## src/rtl/ipsxb_fft_frame_feeder.sv

```systemverilog
// AXI4-Stream front end for the FFT core: sample FIFO, one config pulse per frame,
// fixed-length framing with tlast, and a frame-length monitor on the FFT output stream.
module ipsxb_fft_frame_feeder #(
  parameter  int DATA_WIDTH   = 16,
  parameter  int LOG2_FFT_LEN = 11,
  parameter  int CFG_WIDTH    = 8,
  parameter  int FIFO_DEPTH   = 4,
  localparam int BYTE_W       = ((DATA_WIDTH + 7) / 8) * 8
) (
  input  logic                  i_aclk,
  input  logic                  i_aresetn,
  input  logic                  i_s_tvalid,
  input  logic [DATA_WIDTH-1:0] i_s_tdata,
  output logic                  o_s_tready,
  output logic                  o_m_tvalid,
  output logic [2*BYTE_W-1:0]   o_m_tdata,
  output logic                  o_m_tlast,
  input  logic                  i_m_tready,
  output logic                  o_cfg_tvalid,
  output logic [CFG_WIDTH-1:0]  o_cfg_tdata,
  input  logic [CFG_WIDTH-1:0]  i_cfg_word,
  input  logic                  i_enable,
  input  logic                  i_r_tvalid,
  input  logic                  i_r_tlast,
  input  logic                  i_err_clr,
  output logic                  o_busy,
  output logic [15:0]           o_frame_cnt,
  output logic [1:0]            o_err
);

  localparam int AW    = $clog2(FIFO_DEPTH);
  localparam int CNT_W = AW + 1;

  typedef enum logic [1:0] {
    S_IDLE   = 2'd0,
    S_CFG    = 2'd1,
    S_STREAM = 2'd2
  } state_t;

  state_t                  r_state;
  state_t                  w_state_nxt;
  logic [DATA_WIDTH-1:0]   r_mem [FIFO_DEPTH];
  logic [AW-1:0]           r_wr_ptr;
  logic [AW-1:0]           r_rd_ptr;
  logic [CNT_W-1:0]        r_count;
  logic [CNT_W-1:0]        w_count_nxt;
  logic                    r_s_tready;
  logic                    w_wr;
  logic                    w_rd;
  logic                    w_m_tvalid;
  logic                    w_beat_max;
  logic                    w_last_hs;
  logic [LOG2_FFT_LEN-1:0] r_beat_cnt;
  logic [15:0]             r_frame_cnt;
  logic [CFG_WIDTH-1:0]    r_cfg_tdata;
  logic [DATA_WIDTH-1:0]   w_rd_data;
  logic signed [BYTE_W-1:0] w_sext;
  logic [LOG2_FFT_LEN-1:0] r_r_cnt;
  logic [LOG2_FFT_LEN-1:0] w_r_cnt_nxt;
  logic                    w_r_max;
  logic [1:0]              w_err_new;
  logic [1:0]              r_err;

  assign w_wr        = i_s_tvalid && r_s_tready;
  assign w_rd        = w_m_tvalid && i_m_tready;
  assign w_count_nxt = r_count + {{AW{1'b0}}, w_wr} - {{AW{1'b0}}, w_rd};
  assign w_beat_max  = &r_beat_cnt;
  assign w_last_hs   = w_rd && w_beat_max;
  assign w_rd_data   = r_mem[r_rd_ptr];
  assign w_sext      = BYTE_W'($signed(w_rd_data));
  assign w_r_max     = &r_r_cnt;

  // FIFO storage, pointers and occupancy; ready is registered from the next occupancy
  always_ff @(posedge i_aclk or negedge i_aresetn) begin
    if (!i_aresetn) begin
      for (int i = 0; i < FIFO_DEPTH; i++) r_mem[i] <= '0;
      r_wr_ptr   <= '0;
      r_rd_ptr   <= '0;
      r_count    <= '0;
      r_s_tready <= 1'b0;
    end else begin
      if (w_wr) begin
        r_mem[r_wr_ptr] <= i_s_tdata;
        r_wr_ptr        <= r_wr_ptr + AW'(1'b1);
      end
      if (w_rd) begin
        r_rd_ptr <= r_rd_ptr + AW'(1'b1);
      end
      r_count    <= w_count_nxt;
      r_s_tready <= (w_count_nxt != CNT_W'(FIFO_DEPTH));
    end
  end

  // State register plus frame bookkeeping
  always_ff @(posedge i_aclk or negedge i_aresetn) begin
    if (!i_aresetn) begin
      r_state     <= S_IDLE;
      r_beat_cnt  <= '0;
      r_frame_cnt <= 16'd0;
      r_cfg_tdata <= '0;
    end else begin
      r_state <= w_state_nxt;
      if (w_rd) begin
        r_beat_cnt <= r_beat_cnt + LOG2_FFT_LEN'(1'b1);
      end
      if (w_last_hs) begin
        r_frame_cnt <= r_frame_cnt + 16'd1;
      end
      // Config word is captured on the transition into CFG
      if ((r_state != S_CFG) && (w_state_nxt == S_CFG)) begin
        r_cfg_tdata <= i_cfg_word;
      end
    end
  end

  // Next-state logic; a frame in progress always runs to its last beat
  always_comb begin
    w_state_nxt = r_state;
    case (r_state)
      S_IDLE:   w_state_nxt = i_enable ? S_CFG : S_IDLE;
      S_CFG:    w_state_nxt = S_STREAM;
      S_STREAM: begin
        if (w_last_hs) begin
          w_state_nxt = i_enable ? S_CFG : S_IDLE;
        end else begin
          w_state_nxt = S_STREAM;
        end
      end
      default:  w_state_nxt = S_IDLE;
    endcase
  end

  // Output decode from registered state and occupancy only
  always_comb begin
    w_m_tvalid   = (r_state == S_STREAM) && (r_count != '0);
    o_m_tlast    = w_m_tvalid && w_beat_max;
    o_cfg_tvalid = (r_state == S_CFG);
    o_busy       = (r_state != S_IDLE);
  end

  assign o_m_tvalid  = w_m_tvalid;
  assign o_m_tdata   = {{BYTE_W{1'b0}}, w_sext};
  assign o_s_tready  = r_s_tready;
  assign o_cfg_tdata = r_cfg_tdata;
  assign o_frame_cnt = r_frame_cnt;
  assign o_err       = r_err;

  // Output-stream monitor: early tlast resyncs, missing tlast wraps
  always_comb begin
    w_err_new   = 2'b00;
    w_r_cnt_nxt = r_r_cnt;
    if (i_r_tvalid) begin
      if (i_r_tlast && !w_r_max) begin
        w_err_new[0] = 1'b1;
        w_r_cnt_nxt  = '0;
      end else if (!i_r_tlast && w_r_max) begin
        w_err_new[1] = 1'b1;
        w_r_cnt_nxt  = '0;
      end else begin
        w_r_cnt_nxt  = r_r_cnt + LOG2_FFT_LEN'(1'b1);
      end
    end else begin
      w_r_cnt_nxt = r_r_cnt;
    end
  end

  // Sticky error flags; a fresh error overrides a same-cycle clear
  always_ff @(posedge i_aclk or negedge i_aresetn) begin
    if (!i_aresetn) begin
      r_r_cnt <= '0;
      r_err   <= 2'b00;
    end else begin
      r_r_cnt <= w_r_cnt_nxt;
      r_err   <= (i_err_clr ? 2'b00 : r_err) | w_err_new;
    end
  end

endmodule
```

## config.mk

```make
export PLATFORM = sky130hd
export DESIGN_NAME = ipsxb_fft_frame_feeder
export DESIGN_NICKNAME = d
export VERILOG_FILES = /design/src/rtl/ipsxb_fft_frame_feeder.sv
export SDC_FILE = /design/constraint.sdc
export NUM_CORES = 1
export LEC_CHECK = 0
export BUFFER_PORTS_ARGS = -buffer_cell sky130_fd_sc_hd__buf_2
export CORE_AREA = 5 5 125 127
export DETAILED_ROUTE_END_ITERATION = 7
export DIE_AREA = 0 0 130 132
export GPL_ROUTABILITY_DRIVEN = 1
export SETUP_SLACK_MARGIN = 0.3
export SYNTH_ARGS = -nofsm -noshare
export SYNTH_HDL_FRONTEND = slang
export SYNTH_SLANG_ARGS = --single-unit
```

## constraint.sdc

```tcl
create_clock -name i_aclk -period 5.1 [get_ports i_aclk]
set_input_delay 1.02 -clock i_aclk [delete_from_list [all_inputs] [get_ports i_aclk]]
set_output_delay 1.02 -clock i_aclk [all_outputs]
set_load 0.1 [all_outputs]
```

# Yosys cells after proc, flatten, opt, wreduce, memory -nomap -nowiden
# Cells that the tools add are included.
[word_totals]
register_bits = 122
input_bits = 32
out_inout_bits = 63
elab_cells = 64
[classes]
add_sub_neg = 7
order_cmp = 3
n_eq_ne = 5
n_mux = 16
n_bitwise = 3
n_reduce_logical = 16
[ops]
columns = ["operator", "count"]
rows = [
  ["64-bit bitwise mux", 1],
  ["16-bit two-way mux", 3],
  ["16-bit binary-select mux with 2-bit select", 1],
  ["16-bit demux with 2-bit select", 1],
  ["11-bit by 1-bit adder with 11-bit output (second input constant)", 2],
  ["11-bit two-way mux", 2],
  ["11-bit AND reduction", 2],
  ["16-bit by 1-bit adder with 16-bit output (second input constant)", 1],
  ["1-bit logical AND", 9],
  ["3-bit greater-or-equal comparator (second input constant)", 2],
  ["2-bit two-way mux", 3],
  ["2-bit inverter with 3-bit output", 2],
  ["2-bit one-hot mux with 3 select lines", 1],
  ["2-bit by 1-bit adder with 2-bit output (second input constant)", 2],
  ["2-bit by 1-bit == test with 1-bit output (second input constant)", 2],
  ["1-bit two-way mux", 4],
  ["3-bit by 1-bit adder with 3-bit output", 1],
  ["3-bit by 1-bit < comparator with 1-bit output (second input constant)", 1],
  ["3-bit != test (second input constant)", 1],
  ["3-bit nonzero test", 1],
  ["3-bit by 1-bit subtractor with 3-bit output", 1],
  ["2-bit == test (second input constant)", 1],
  ["1-bit logical NOT", 2],
  ["2-bit logical NOT", 1],
  ["other kinds (3)", 3],
]

# Logic depth before layout (Yosys ltp)
# Gate-level depths: netlist of the first run.
[depth]
ltp_word = 8
depth_mapped = 10
ltp_nobuf = 10

# Least setup slack after synthesis of the first run
# Ideal clock, no wire load.
[synth_path]
kind = "register to output"
from = "register r_state[0]"
to = "output o_m_tvalid"
arrival_ns = 1.873
required_ns = 4.080
slack_ns = 2.207
path_stages_with_launch = 3
n_path_buf = 0
path_cell_list = "dfrtp_1 > nand2b_1 > nor2_1"
[synth_between]
elab_chain_cells = 2
[synth_lines]
columns = ["item", "line_no", "text"]
rows = [
  ["start, declared", "40", "state_t r_state;"],
  ["start signal, assigned", "102", "r_state <= w_state_nxt;"],
  ["2-bit == test", "135", "w_m_tvalid = (r_state == S_STREAM) && (r_count != '0);"],
  ["1-bit logical AND", "135", ""],
  ["end, declared", "15", "output logic o_m_tvalid,"],
]
# No other way between the ends.

# Worst setup path in the final report of the first run
[layout_path]
from = "register r_rd_ptr[0]"
to = "output o_m_tdata[10]"
[layout_between]
elab_chain_cells = 4
[layout_lines]
columns = ["item", "line_no", "text"]
rows = [
  ["start, declared", "44", "logic [AW-1:0] r_rd_ptr;"],
  ["start signal, assigned", "87", "r_rd_ptr <= r_rd_ptr + AW'(1'b1);"],
  ["2-bit inverter with 3-bit output (implied by the code)", "69", "assign w_rd_data = r_mem[r_rd_ptr];"],
  ["16-bit binary-select mux with 2-bit select", "69", ""],
  ["16-bit two-way mux (implied by the code) (2 in series)", "69", ""],
  ["end, declared", "16", "output logic [2*BYTE_W-1:0] o_m_tdata,"],
]
# No other way between the ends. The select of a mux whose other input is x is not followed.

==> results of run 1 <==
==> per-stage QoR <==
stage | cell area (µm²) | setup WS (ns) | instances
after global routing | 6810 | 1.44 | 693
after global placement | 6130 | 1.93 | 661
final | 6810 | 1.63 | 693
after CTS | 6810 | 1.52 | 693
after floorplan | 5700 | 2.21 | 430
after detailed placement | 6130 | 1.84 | 661
==> state kept, by name (all words and copies together) (netlist names) <==
name and cells:
r_rd_ptr 2, o_s_tready 1, r_state 2, r_r_cnt 11, o_frame_cnt 16, r_mem 64, r_beat_cnt 11, r_count 3
r_wr_ptr 2, o_cfg_tdata 8, o_err 2
==> layer usage <==
metal | vias to the layer above | routed length, µm | global-route usage [%]
met3 | 10 | 587 | 4.70
met2 | 88 | 5410 | 22.3
met1 | 1785 | 4860 | 17.7
met5 | - | 0 | 0
met4 | 0 | 111 | 4.68
li1 | 1621 | - | -
==> Yosys cell counts (2+ instances only) <==
master    instances  area share [%]
a21oi_1           6            0.53
and2_1            3            0.33
and3_1            5            0.55
and4_1            4            0.62
buf_2            10            0.89
buf_4            16             2.1
buf_6             2            0.40
clkbuf_1          5            0.33
dfrtp_1         122              54
ha_1              9             2.0
inv_1             9            0.60
mux2_2           74              15
mux4_2           16             6.4
nand2_1          18             1.2
nand2b_1          2            0.22
nand3_1          19             1.7
nand3b_1          2            0.27
nand4_1          14             1.6
nand4_2           2            0.44
nor2_1           10            0.66
nor3_1            2            0.18
o21ai_0           7            0.62
xnor2_1          26             4.0
xor2_1            9             1.4
==> worst max-delay path by stage <==
| stage | start | to | slack [ns] | cells after the start |
|---|---|---|---|---|
| floorplan | r_state[0]$_DFF_PN0_ | o_m_tvalid | 2.21 | 2 |
| global placement | i_m_tready | o_s_tready$_DFF_PN0_ | 1.93 | 10 |
| detailed placement | i_m_tready | o_s_tready$_DFF_PN0_ | 1.84 | 10 |
| CTS | r_rd_ptr[0]$_DFFE_PN0P_ | o_m_tdata[10] | 1.52 | 3 |
| global route | r_rd_ptr[0]$_DFFE_PN0P_ | o_m_tdata[10] | 1.44 | 3 |
| finish | r_rd_ptr[0]$_DFFE_PN0P_ | o_m_tdata[10] | 1.63 | 3 |
==> cells by family after synthesis <==
logic type	Yosys count	share of synthesized area [%]
flops	122	54.1
buf+inv	42	4.34
compound gates	20	2.11
other cells	1	0.0664
xor+xnor	36	5.72
fa+ha+maj	10	2.35
mux	91	21.3
simple gates	93	10.0
==> final cells by class <==
class,count,area [µm²],share of cell area (%)
sequential,122,3050,44.9
inverter,9,33.8,0.496
clock buffer,20,457,6.71
tap,184,230,3.38
multi-input combinational,266,2400,35.3
clock inverter,12,219,3.22
timing repair buffer,80,408,5.99
==> results_dict.tcl, run 1 <==
set metrics [dict create \
    final_util_pct 47.5 \
    fin_setup_tns_ns 0 \
    timing.final.crit_period_ns 3.47 \
    final-setup-viol-count 0 \
    cp_data_arrival_time_ns 2.45 \
    min_path_type "register to register" \
    clk_pin_slew_worst_paths_ns 0.05 \
    ff2ff_setup_slack_ns 2.42 \
    cts_buffer_depth 2 \
    status "complete, no violations" \
    cts_tree "yes" \
    grt_max_degree 87 \
    port-buffer-count 78 \
    ant_nets 0 \
    grt_antenna_before_repair 0 \
    fin_nets 538 \
    hold_path_depth 1 \
    io_pins 95 \
    min_to "o_frame_cnt[15]$_DFFE_PN0P_" \
    drive_gt1_share_pct 41.3 \
    design.die.area_mm2 0.0172 \
    core_mm2 0.0143 \
    start_kind "register" \
    gp_congestion 0.801 \
    grt_pass1_wl_mm 18.8 \
    drtPass1Iterations 6 \
    async_flop_share_pct 100 \
    synth_flop_cell "dfrtp_1" \
    fin_crit_sh_pct 68.0 \
    cp_slowest_stage_delay_ns 0.92 \
    wl_per_cell_um 15.8 \
    dieWidth_um 130 \
    cts_htree_levels 4 \
    critPathBufInv 2 \
    mostFrequentLayoutCells "dfrtp_1 (122), buf_2 (77), mux2_2 (74)" \
    synth_edf_count 0 \
    fin_skew_ns 0.00716 \
    hold_viol_final 0 \
    r2r_end "o_s_tready$_DFF_PN0_" \
    placementRows 44 \
    crit_type "register to output port" \
    hp-start "o_frame_cnt[15]$_DFFE_PN0P_" \
    maxCapViolations 0 \
    antenna_cells 0 \
    cp.required_ns 4.08 \
    rsz0062_at_grt "false" \
    slowest_stage "dfrtp_1" \
    max_slew.worst_pin.slew_ns 1.08 \
    drcViolationCount 0 \
    drt_iter0_markers 126 \
    dp_hpwl_mm 7.32 \
    worstPathCellList "buf_4 -> mux4_2 -> buf_2" \
    cp_max_fo 14 \
    cts_resized 0 \
    ys.warnings.count 0 \
    cts_buffers 17 \
    routed_wl_mm 11.0 \
    fmax_mhz 288 \
    clock_latency_ns 0.41 \
    ff2ff_path_depth 10 \
    postCtsHoldBufs 0 \
    grt_use_total_pct 13.9 \
    holdWs_ns 0.478 \
    endpoint_kind "output port" \
    layout_commonest_cell "dfrtp_1" \
    post_cts_buffers 0 \
    netlist_instances 415 \
    grt_pass1_vias 3793 \
    start_util_pct 39.4 \
    fillers 1293 \
    regToRegStartpoint "r_state[0]$_DFF_PN0_" \
    syn_avg_cell_area_um2 13.6 \
    netlist_area_mm2 0.00565 \
    ys_types 47 \
    area_growth_syn_to_layout_pct 20.5 \
    clock_sinks 122 \
    slew_headroom_pct 28.1 \
    synth_seq_cells 122 \
    maxSlewViolCount 0 \
    cpLargestDelayFamily "flip-flops" \
    cts_root_buf "clkbuf_16" \
    die_h_um 132 \
    ys_seq_area_share_pct 54.1 \
    vias_per_cell 5.06 \
    num_vias 3504 \
    grt_overflow 0 \
]
Power of run 1 is not shown: default switching activity piles up to over one toggle a cycle in this logic, so the estimate is an artifact.
==> run 2, diff against run 1 <==
clock period = 3.5 ns   (was 5.1 ns; I/O delays follow)
==> run 2 against run 1 <==
Effect of this change: non-clock buffer count increased by 8; flip-flop and latch count stayed put; via count barely moved; critical path depth grew 2; setup slack lost 1.0 ns; design area rose by 0.37%; die area stayed put; routed wire length is 1.9% higher; sequential share of layout area is 0.16 points lower; global-route usage up 0.25 points.
==> results_dict.tcl, run 2 (synthesized netlist as in run 1, its figures left out) <==
set metrics [dict create \
    clock_latency_ns 0.41 \
    grt_overflow 0 \
    register_area_mm2 0.00305 \
    cts_resized 0 \
    die_h_um 132 \
    design.die.area_mm2 0.0172 \
    gp_congestion 0.744 \
    dieWidth_um 130 \
    final-setup-viol-count 0 \
    drcViolationCount 0 \
    worstPathCellList "ha_1 -> nand4_2 -> nor4_2 -> and2_1 -> buf_2" \
    multiInputGateArea_mm2 0.00240 \
    drive_gt1_share_pct 41.8 \
    cp.required_ns 2.80 \
    max_slew.worst_pin.slew_ns 0.851 \
    use_met2_pct 22.7 \
    fin_nets 546 \
    cts_htree_levels 4 \
    fin_crit_sh_pct 82.0 \
    cp_max_fo 4 \
    cts_root_buf "clkbuf_16" \
    post_cts_buffers 0 \
    wl_per_cell_um 15.9 \
    fin_skew_ns 0.00349 \
    layout_commonest_cell "dfrtp_1" \
    cts_buffers 17 \
    clock_sinks 122 \
    fillers 1272 \
    grt_antenna_before_repair 0 \
    maxCapViolations 0 \
    fmax_mhz 348 \
    area_growth_syn_to_layout_pct 21.0 \
    port-buffer-count 78 \
    io_pins 95 \
    timing.final.crit_period_ns 2.87 \
    grt_max_degree 67 \
    grt_use_total_pct 14.2 \
    holdWs_ns 0.402 \
    grt_pass1_wl_mm 19.1 \
    antenna_cells 0 \
    critPathBufInv 1 \
    grt.met1_usage_pct 18.0 \
    hold_viol_final 0 \
    grt_busiest_layer "met2" \
    min_path_type "input port to async pin" \
    cp_slowest_stage_delay_ns 0.43 \
    largest_reg_flops 64 \
    slew_headroom_pct 43.2 \
    largest_register "r_mem" \
    start_kind "register" \
    status "complete, no violations" \
    drt_iter0_markers 83 \
    num_vias 3502 \
    cts_buffer_depth 2 \
    placementRows 44 \
    clk_pin_slew_worst_paths_ns 0.05 \
    maxSlewViolCount 0 \
    endpoint_kind "output port" \
    ff2ff_setup_slack_ns 0.99 \
    grt_use_met3_pct 5.47 \
    cpLargestDelayFamily "simple AND/OR/NAND/NOR gates" \
    cts_tree "yes" \
    fin_setup_tns_ns 0 \
    cp_data_arrival_time_ns 2.17 \
    grt_pass1_vias 3846 \
    drtPass1Iterations 4 \
    crit_type "register to output port" \
    ant_nets 0 \
    start_util_pct 39.4 \
    routed_wl_mm 11.2 \
    postCtsHoldBufs 0 \
    core_mm2 0.0143 \
    vias_per_cell 5.00 \
    dp_hpwl_mm 7.52 \
    mostFrequentLayoutCells "dfrtp_1 (122), buf_2 (77), mux2_2 (74)" \
    slowest_stage "buf_2" \
    rsz0062_at_grt "false" \
]
[run 2: cell count changes in the layout (fill, tap and decap cells not counted)]
cell and change:
bufinv_16 -2, buf_4 +8, clkinv_4 -1, clkbuf_1 +2
clkinvlp_4 -2, clkbuf_8 +3
[run 2: worst paths after layout]
check,from,endpoint,cells after the start
worst max-delay path,r_beat_cnt[0]$_DFFE_PN0P_,o_m_tlast,5
worst min-delay path,i_aresetn,r_mem[36]$_DFFE_PN0P_,1
worst max register to register,r_count[1]$_DFF_PN0_,o_s_tready$_DFF_PN0_,11
worst min register to register,o_frame_cnt[15]$_DFFE_PN0P_,o_frame_cnt[15]$_DFFE_PN0P_,1
max in group asynchronous,i_aresetn,r_mem[17]$_DFFE_PN0P_,2
min in group i_aclk,o_frame_cnt[15]$_DFFE_PN0P_,o_frame_cnt[15]$_DFFE_PN0P_,1
[run 2: worst reg2reg max path, delay by kind of cell (launching register included)]
| kind | cells | cell delay [ns] |
|---|---|---|
| XOR/XNOR | 2 | 0.34 |
| adder cells (fa/ha/maj) | 3 | 0.76 |
| buffers and inverters | 3 | 0.26 |
| flip-flops | 1 | 0.44 |
| AND/OR/NAND/NOR | 3 | 0.56 |
[run 2: final cells by class]
class                   count  share of cell area, %
inverters                   9                  0.495
flip-flops and latches    122                   44.7
well taps                 184                   3.37
multi-input cells         266                   35.2
repair buffers             88                   6.85
clock buffers              25                   7.40
clock inverters             7                   1.98
[run 2: layer usage]
layer / part of all wire (%) / vias up
li1: - / 1633
met5: 0 / -
met1: 45 / 1765
met4: 1.0 / 0
met3: 5.7 / 11
met2: 48 / 93
[run 2: through the flow]
step | std cells | instance area, µm² | worst slack, ns | util, %
finish | 701 | 6830 | 0.628 | 47.7
global route | 701 | 6830 | 0.472 | 47.7
CTS | 701 | 6830 | 0.594 | 47.7
detailed placement | 669 | 6190 | 0.780 | 43.2
global placement | 669 | 6190 | 0.855 | 43.2
floorplan | 430 | 5700 | 0.858 | -
Power of run 2 is left out for the same reason.
